### src/rtl/als_spi_responder.sv
// als_spi_responder: SPI responder that serves an 8-bit light value MSB first
// and captures the master's MOSI bits, reporting good and bad frames.
// SCLK, CS and MOSI are asynchronous to Clock and are synchronised here.
// Optional feature: define ALS_RESP_FRAME_COUNT_EN to add the 8-bit
// frameCount output, which counts good frames modulo 256.
module als_spi_responder #(
  parameter int unsigned FRAME_BITS  = 16,
  parameter int unsigned SYNC_STAGES = 2
) (
  input  logic                  Clock,
  input  logic                  Reset,
  input  logic [7:0]            illumValue,
  input  logic                  SCLK,
  input  logic                  CS,
  input  logic                  MOSI,
  output logic                  MISO,
  output logic [FRAME_BITS-1:0] rxData,
  output logic                  frameDone,
  output logic                  frameErr
`ifdef ALS_RESP_FRAME_COUNT_EN
  ,
  output logic [7:0]            frameCount
`endif
);

  localparam int unsigned CNT_MAX = 2 * FRAME_BITS;
  localparam int unsigned CNT_W   = $clog2(CNT_MAX + 1);
  localparam int unsigned FILL_W  = $clog2(SYNC_STAGES + 2);

  typedef enum logic [1:0] {
    WAIT_IDLE = 2'd0,
    IDLE      = 2'd1,
    SHIFT     = 2'd2
  } state_t;

  state_t state_q;
  state_t state_d;

  logic [SYNC_STAGES-1:0] sclk_sync;
  logic [SYNC_STAGES-1:0] cs_sync;
  logic [SYNC_STAGES-1:0] mosi_sync;
  logic                   sclk_hist;
  logic                   cs_hist;
  logic                   mosi_hist;
  logic [FILL_W-1:0]      fill_cnt;

  logic [FRAME_BITS-1:0]  shreg;
  logic [FRAME_BITS-1:0]  rxsh;
  logic [CNT_W-1:0]       edge_cnt;

  logic                   sclk_s;
  logic                   cs_s;
  logic                   sclk_fall_c;
  logic                   sclk_rise_c;
  logic                   cs_fall_c;
  logic                   cs_rise_c;
  logic                   sync_primed_c;
  logic [15:0]            load16_c;
  logic [FRAME_BITS-1:0]  load_val_c;

  logic                   load_c;
  logic                   do_shift_c;
  logic                   do_rx_c;
  logic                   close_ok_c;
  logic                   close_err_c;

  // Synchroniser chains plus one history flop per input for edge detection.
  always_ff @(posedge Clock) begin
    if (Reset) begin
      sclk_sync <= '1;
      cs_sync   <= '1;
      mosi_sync <= '0;
      sclk_hist <= 1'b1;
      cs_hist   <= 1'b1;
      mosi_hist <= 1'b0;
    end else begin
      sclk_sync <= {sclk_sync[SYNC_STAGES-2:0], SCLK};
      cs_sync   <= {cs_sync[SYNC_STAGES-2:0], CS};
      mosi_sync <= {mosi_sync[SYNC_STAGES-2:0], MOSI};
      sclk_hist <= sclk_s;
      cs_hist   <= cs_s;
      mosi_hist <= mosi_sync[SYNC_STAGES-1];
    end
  end

  // Count cycles since reset until the chains hold real pin values, so the
  // reset-preset CS=1 cannot be mistaken for a released chip select.
  always_ff @(posedge Clock) begin
    if (Reset) begin
      fill_cnt <= '0;
    end else if (!sync_primed_c) begin
      fill_cnt <= fill_cnt + FILL_W'(1);
    end
  end

  // Edge detection on synchronised values only.
  always_comb begin
    sclk_s        = sclk_sync[SYNC_STAGES-1];
    cs_s          = cs_sync[SYNC_STAGES-1];
    sclk_fall_c   = sclk_hist & ~sclk_s;
    sclk_rise_c   = ~sclk_hist & sclk_s;
    cs_fall_c     = cs_hist & ~cs_s;
    cs_rise_c     = ~cs_hist & cs_s;
    sync_primed_c = (fill_cnt == FILL_W'(SYNC_STAGES + 1));
    load16_c      = {4'b0000, illumValue, 4'b0000};
    load_val_c    = FRAME_BITS'(load16_c);
  end

  // FSM state register.
  always_ff @(posedge Clock) begin
    if (Reset) begin
      state_q <= WAIT_IDLE;
    end else begin
      state_q <= state_d;
    end
  end

  // FSM next-state logic.
  always_comb begin
    state_d = state_q;
    case (state_q)
      WAIT_IDLE: if (sync_primed_c && cs_s) state_d = IDLE;
      IDLE:      if (cs_fall_c)             state_d = SHIFT;
      SHIFT:     if (cs_rise_c)             state_d = IDLE;
      default:                              state_d = WAIT_IDLE;
    endcase
  end

  // FSM output decode; a CS release takes priority over any SCLK edge.
  always_comb begin
    load_c      = 1'b0;
    do_shift_c  = 1'b0;
    do_rx_c     = 1'b0;
    close_ok_c  = 1'b0;
    close_err_c = 1'b0;
    case (state_q)
      IDLE: begin
        load_c = cs_fall_c;
      end
      SHIFT: begin
        if (cs_rise_c) begin
          close_ok_c  = (edge_cnt == CNT_W'(FRAME_BITS));
          close_err_c = (edge_cnt != CNT_W'(FRAME_BITS));
        end else begin
          do_shift_c = sclk_fall_c;
          do_rx_c    = sclk_rise_c;
        end
      end
      default: ;
    endcase
  end

  // Transmit shift register and saturating falling-edge counter.
  always_ff @(posedge Clock) begin
    if (Reset) begin
      shreg    <= '0;
      edge_cnt <= '0;
    end else if (load_c) begin
      shreg    <= load_val_c;
      edge_cnt <= '0;
    end else if (do_shift_c) begin
      shreg <= {shreg[FRAME_BITS-2:0], 1'b0};
      if (edge_cnt != CNT_W'(CNT_MAX)) begin
        edge_cnt <= edge_cnt + CNT_W'(1);
      end
    end
  end

  // Receive shift register, cleared at frame start, sampled on SCLK rise.
  always_ff @(posedge Clock) begin
    if (Reset) begin
      rxsh <= '0;
    end else if (load_c) begin
      rxsh <= '0;
    end else if (do_rx_c) begin
      rxsh <= {rxsh[FRAME_BITS-2:0], mosi_hist};
    end
  end

  // Registered outputs: MISO follows the shift MSB only while in SHIFT.
  always_ff @(posedge Clock) begin
    if (Reset) begin
      MISO      <= 1'b0;
      rxData    <= '0;
      frameDone <= 1'b0;
      frameErr  <= 1'b0;
    end else begin
      MISO      <= (state_q == SHIFT) ? shreg[FRAME_BITS-1] : 1'b0;
      frameDone <= close_ok_c;
      frameErr  <= close_err_c;
      if (close_ok_c) begin
        rxData <= rxsh;
      end
    end
  end

`ifdef ALS_RESP_FRAME_COUNT_EN
  // Good-frame counter, wraps at 256; error frames leave it alone.
  always_ff @(posedge Clock) begin
    if (Reset) begin
      frameCount <= 8'd0;
    end else if (close_ok_c) begin
      frameCount <= frameCount + 8'd1;
    end
  end
`endif

endmodule

### config.mk
export PLATFORM = sky130hd
export DESIGN_NAME = als_spi_responder
export DESIGN_NICKNAME = d
export VERILOG_FILES = /design/src/rtl/als_spi_responder.sv
export SDC_FILE = /design/constraint.sdc
export NUM_CORES = 1
export LEC_CHECK = 0
export CAP_MARGIN = 30
export CORE_UTILIZATION = 25
export DETAILED_ROUTE_END_ITERATION = 8
export PLACE_DENSITY = 0.53
export SYNTH_ARGS = -nofsm -noshare
export SYNTH_HDL_FRONTEND = slang
export SYNTH_SLANG_ARGS = --single-unit
### constraint.sdc
create_clock -name Clock -period 3.4 [get_ports Clock]
set_clock_uncertainty 0.2 [all_clocks]
set_input_delay 0.51 -clock Clock [delete_from_list [all_inputs] [get_ports Clock]]
set_output_delay 0.51 -clock Clock [all_outputs]
set_load 0.05 [all_outputs]
==> results.sh <==
export IMPL_status="complete, no violations"
export IMPL_grt_pass1_wl_um=7700
export IMPL_r2r_setup_slack_ns=1.33
export IMPL_synth_common_cells="dfxtp_1 (66), nand2_1 (42), nor2_1 (34)"
export IMPL_postCtsSetupRepairBufs=0
export IMPL_worst_pin_slew_ns=0.781
export IMPL_setup_ws_ns=1.20
export IMPL_ys_seq_elements=66
export IMPL_vias_per_cell=4.21
export IMPL_yosysTopAreaCell="dfxtp_1"
export IMPL_cp_required_ns=2.69
export IMPL_antenna_found_initial=0
export IMPL_hp_start="cs_sync[0]"
export IMPL_overflow=0
export IMPL_crit_path_top_delay_cell="clkdlybuf4s50_1"
export IMPL_crit_path_end_kind="output port"
export IMPL_powerDensity_nw_per_um2=522
export IMPL_cts_root_buf="clkbuf_8"
export IMPL_rsz0062_at_grt="false"
export IMPL_min_to="cs_sync[1]"
export IMPL_reg2reg_depth=6
export IMPL_holdWs_ns=0.210
export IMPL_nNetsFinal=319
export IMPL_drv_cap=0
export IMPL_synth_area_leaders="dfxtp_1 (53%), mux2i_1 (6.8%), nand2_1 (6.3%)"
export IMPL_first_pass_iters=4
export IMPL_die_x_um=102
export IMPL_ctsResizeCount=0
export IMPL_dp_hpwl_um=3070
export IMPL_holdBufCountCts=0
export IMPL_setup_tns_ns=0
export IMPL_grtUsageTotal_pct=9.73
export IMPL_period_needed_ns=2.20
export IMPL_cp_start_kind="flop"
export IMPL_synth_top_area_share_pct=52.5
export IMPL_drv_slew=0
export IMPL_die_area_um2=10500
export IMPL_clockBufferDepth=2
export IMPL_utilization_pct=32.5
export IMPL_grt_max_degree=29
export IMPL_cts_buffers=9
export IMPL_wirelength_um=4520
export IMPL_seqCellArea_um2=1320
export IMPL_async_reset_ff_share_pct=0
export IMPL_core_area_um2=9770
export IMPL_dp_cells=425
export IMPL_setup_viol=0
export IMPL_syn_to_final_growth_pct=26.4
export IMPL_io_buffer_count=31
export IMPL_start_util_pct=25.7
export IMPL_reg2reg_to="rxData[9]"
export IMPL_stdcell_area_um2=3180
export IMPL_cts_tree="yes"
export IMPL_antennaDiodeCount=0
export IMPL_dpl_cell_area_um2=2930
export IMPL_final_antenna_net_count=0
export IMPL_nFillCells=1042
export IMPL_layout_drive_gt1_share_pct=9.74
export IMPL_yosysMostFrequentCell="dfxtp_1"
export IMPL_synth_ff_type="dfxtp_1"
export IMPL_avgSynthCellArea_um2=9.18
export IMPL_clk_latency_ns=0.34
export IMPL_r2r_start="edge_cnt[0]"
export IMPL_vdd_drop_max_mv=0.221
export IMPL_relSlewSlack_pct=47.6
export IMPL_period_share_pct=64.6
export IMPL_die_h_um=102
export IMPL_hold_class="reg -> reg"
export IMPL_netlist_instances=274
export IMPL_critical_path_top_delay_family="buffers and inverters"
export IMPL_whs_path_depth=1
export IMPL_synth_edf_count=0
export IMPL_routabilityCongestion=0.691
export IMPL_io_pins=32
export IMPL_synth_cell_types=37
export IMPL_vias=1857
export IMPL_synth_area_um2=2520
export IMPL_wire_per_inst_um=10.2
export IMPL_drtIter0Drc=51
export IMPL_place_ws_ns=1.24
export IMPL_path_cells="clkdlybuf4s50_1"
export IMPL_syn_nets=290
export IMPL_path_max_fanout=2
export IMPL_leakagePower_nw=1.20
export IMPL_cp_buffers_inverters=1
export IMPL_final_cells=441
export IMPL_p_total_mw=1.66
export IMPL_grt_pass1_vias=1655
export IMPL_multiInputGateArea_um2=1090
export IMPL_cts_num_sinks=66
export IMPL_yosysWarnings=0
export IMPL_cts_htree_levels=3
export IMPL_hold_viol_final=0
export IMPL_max_freq_ghz=0.455
export IMPL_row_count=36
export IMPL_ys_seq_area_share_pct=52.5
export IMPL_clk_pin_slew_ns=0.08
export IMPL_crit_arrival_ns=1.49
export IMPL_path_class="reg -> out"
export IMPL_drc=0
export IMPL_slowest_delay_ns=0.81
-- report_power, final --
| group | internal [mW] | switching [mW] | leakage (nW) |
|---|---|---|---|
| sequential | 0.785 | 0.00706 | 0.534 |
| combinational | 0.0310 | 0.0267 | 0.546 |
| clock | 0.508 | 0.302 | 0.119 |
-- state kept, by name, summed over array words and instances, names as in the netlist, 2 cells and up --
signal and flops:
sclk_sync 2, edge_cnt 6, shreg 12, rxData 16, cs_sync 2, rxsh 16
fill_cnt 2, state_q 2, mosi_sync 2
-- routing by layer --
| metal | share of wire (%) | track usage (%) | vias up |
|---|---|---|---|
| li1 | - | - | 983 |
| met1 | 48 | 11.6 | 833 |
| met2 | 46 | 15.3 | 32 |
| met3 | 4.7 | 4.17 | 9 |
| met4 | 1.7 | 4.18 | 0 |
| met5 | 0 | 0 | - |
-- final cells by class --
cell class,count,area share [%]
well taps,133,5.23
flip-flops and latches,66,41.5
clock inverters,6,3.58
multi-input cells,188,34.1
inverters,4,0.472
clock buffers,10,4.33
repair buffers,34,10.7
-- worst max-delay path by stage --
stage                 from     endpoint  slack, ns  depth (start not counted)
6_report         rxData[2]    rxData[2]       1.20                          1
5_1_grt        edge_cnt[0]    rxData[6]        1.0                          6
4_1_cts          rxData[2]    rxData[2]       1.16                          1
3_5_place_dp         Reset    sclk_hist       1.24                          3
3_3_place_gp       cs_hist     rxsh[12]       1.18                          4
2_1_floorplan  edge_cnt[0]  edge_cnt[2]       1.69                          6
-- cell families (layout without fill, tap and decap cells) --
kind of cell | after synthesis | count (layout) | synth area share, %
AO/OA/AOI/OAI | 34 | 34 | 7.16
adder cells (fa/ha/maj) | 3 | 3 | 1.49
AND/OR/NAND/NOR | 132 | 132 | 27.1
XOR/XNOR | 2 | 2 | 0.696
buffers and inverters | 20 | 54 | 4.33
multiplexers | 17 | 17 | 6.76
flip-flops | 66 | 66 | 52.5
-- cell usage in the layout (no fill, tap or decap), drive strengths merged --
cell type | netlist | final
inv | 4 | 4
o21a | 1 | 1
nor4 | 8 | 8
o31ai | 2 | 2
dfxtp | 66 | 66
a21oi | 27 | 27
nand3 | 6 | 6
nor3 | 9 | 9
mux2i | 17 | 17
clkinv | 0 | 1
nand4 | 1 | 1
a22oi | 1 | 1
nor2 | 34 | 34
xnor2 | 1 | 1
nand2b | 5 | 5
nand2 | 42 | 42
buf | 11 | 3
nand4b | 1 | 1
ha | 3 | 3
nor3b | 4 | 4
o21ai | 3 | 3
nor2b | 5 | 5
xor2 | 1 | 1
bufinv | 0 | 3
and3b | 1 | 1
clkdlybuf4s50 | 0 | 31
nand4bb | 2 | 2
and4bb | 1 | 1
or4 | 3 | 3
nand3b | 2 | 2
or2 | 6 | 6
clkinvlp | 0 | 2
and2b | 1 | 1
clkbuf | 5 | 10
or3b | 1 | 1
(Power assumes the default switching activity.)
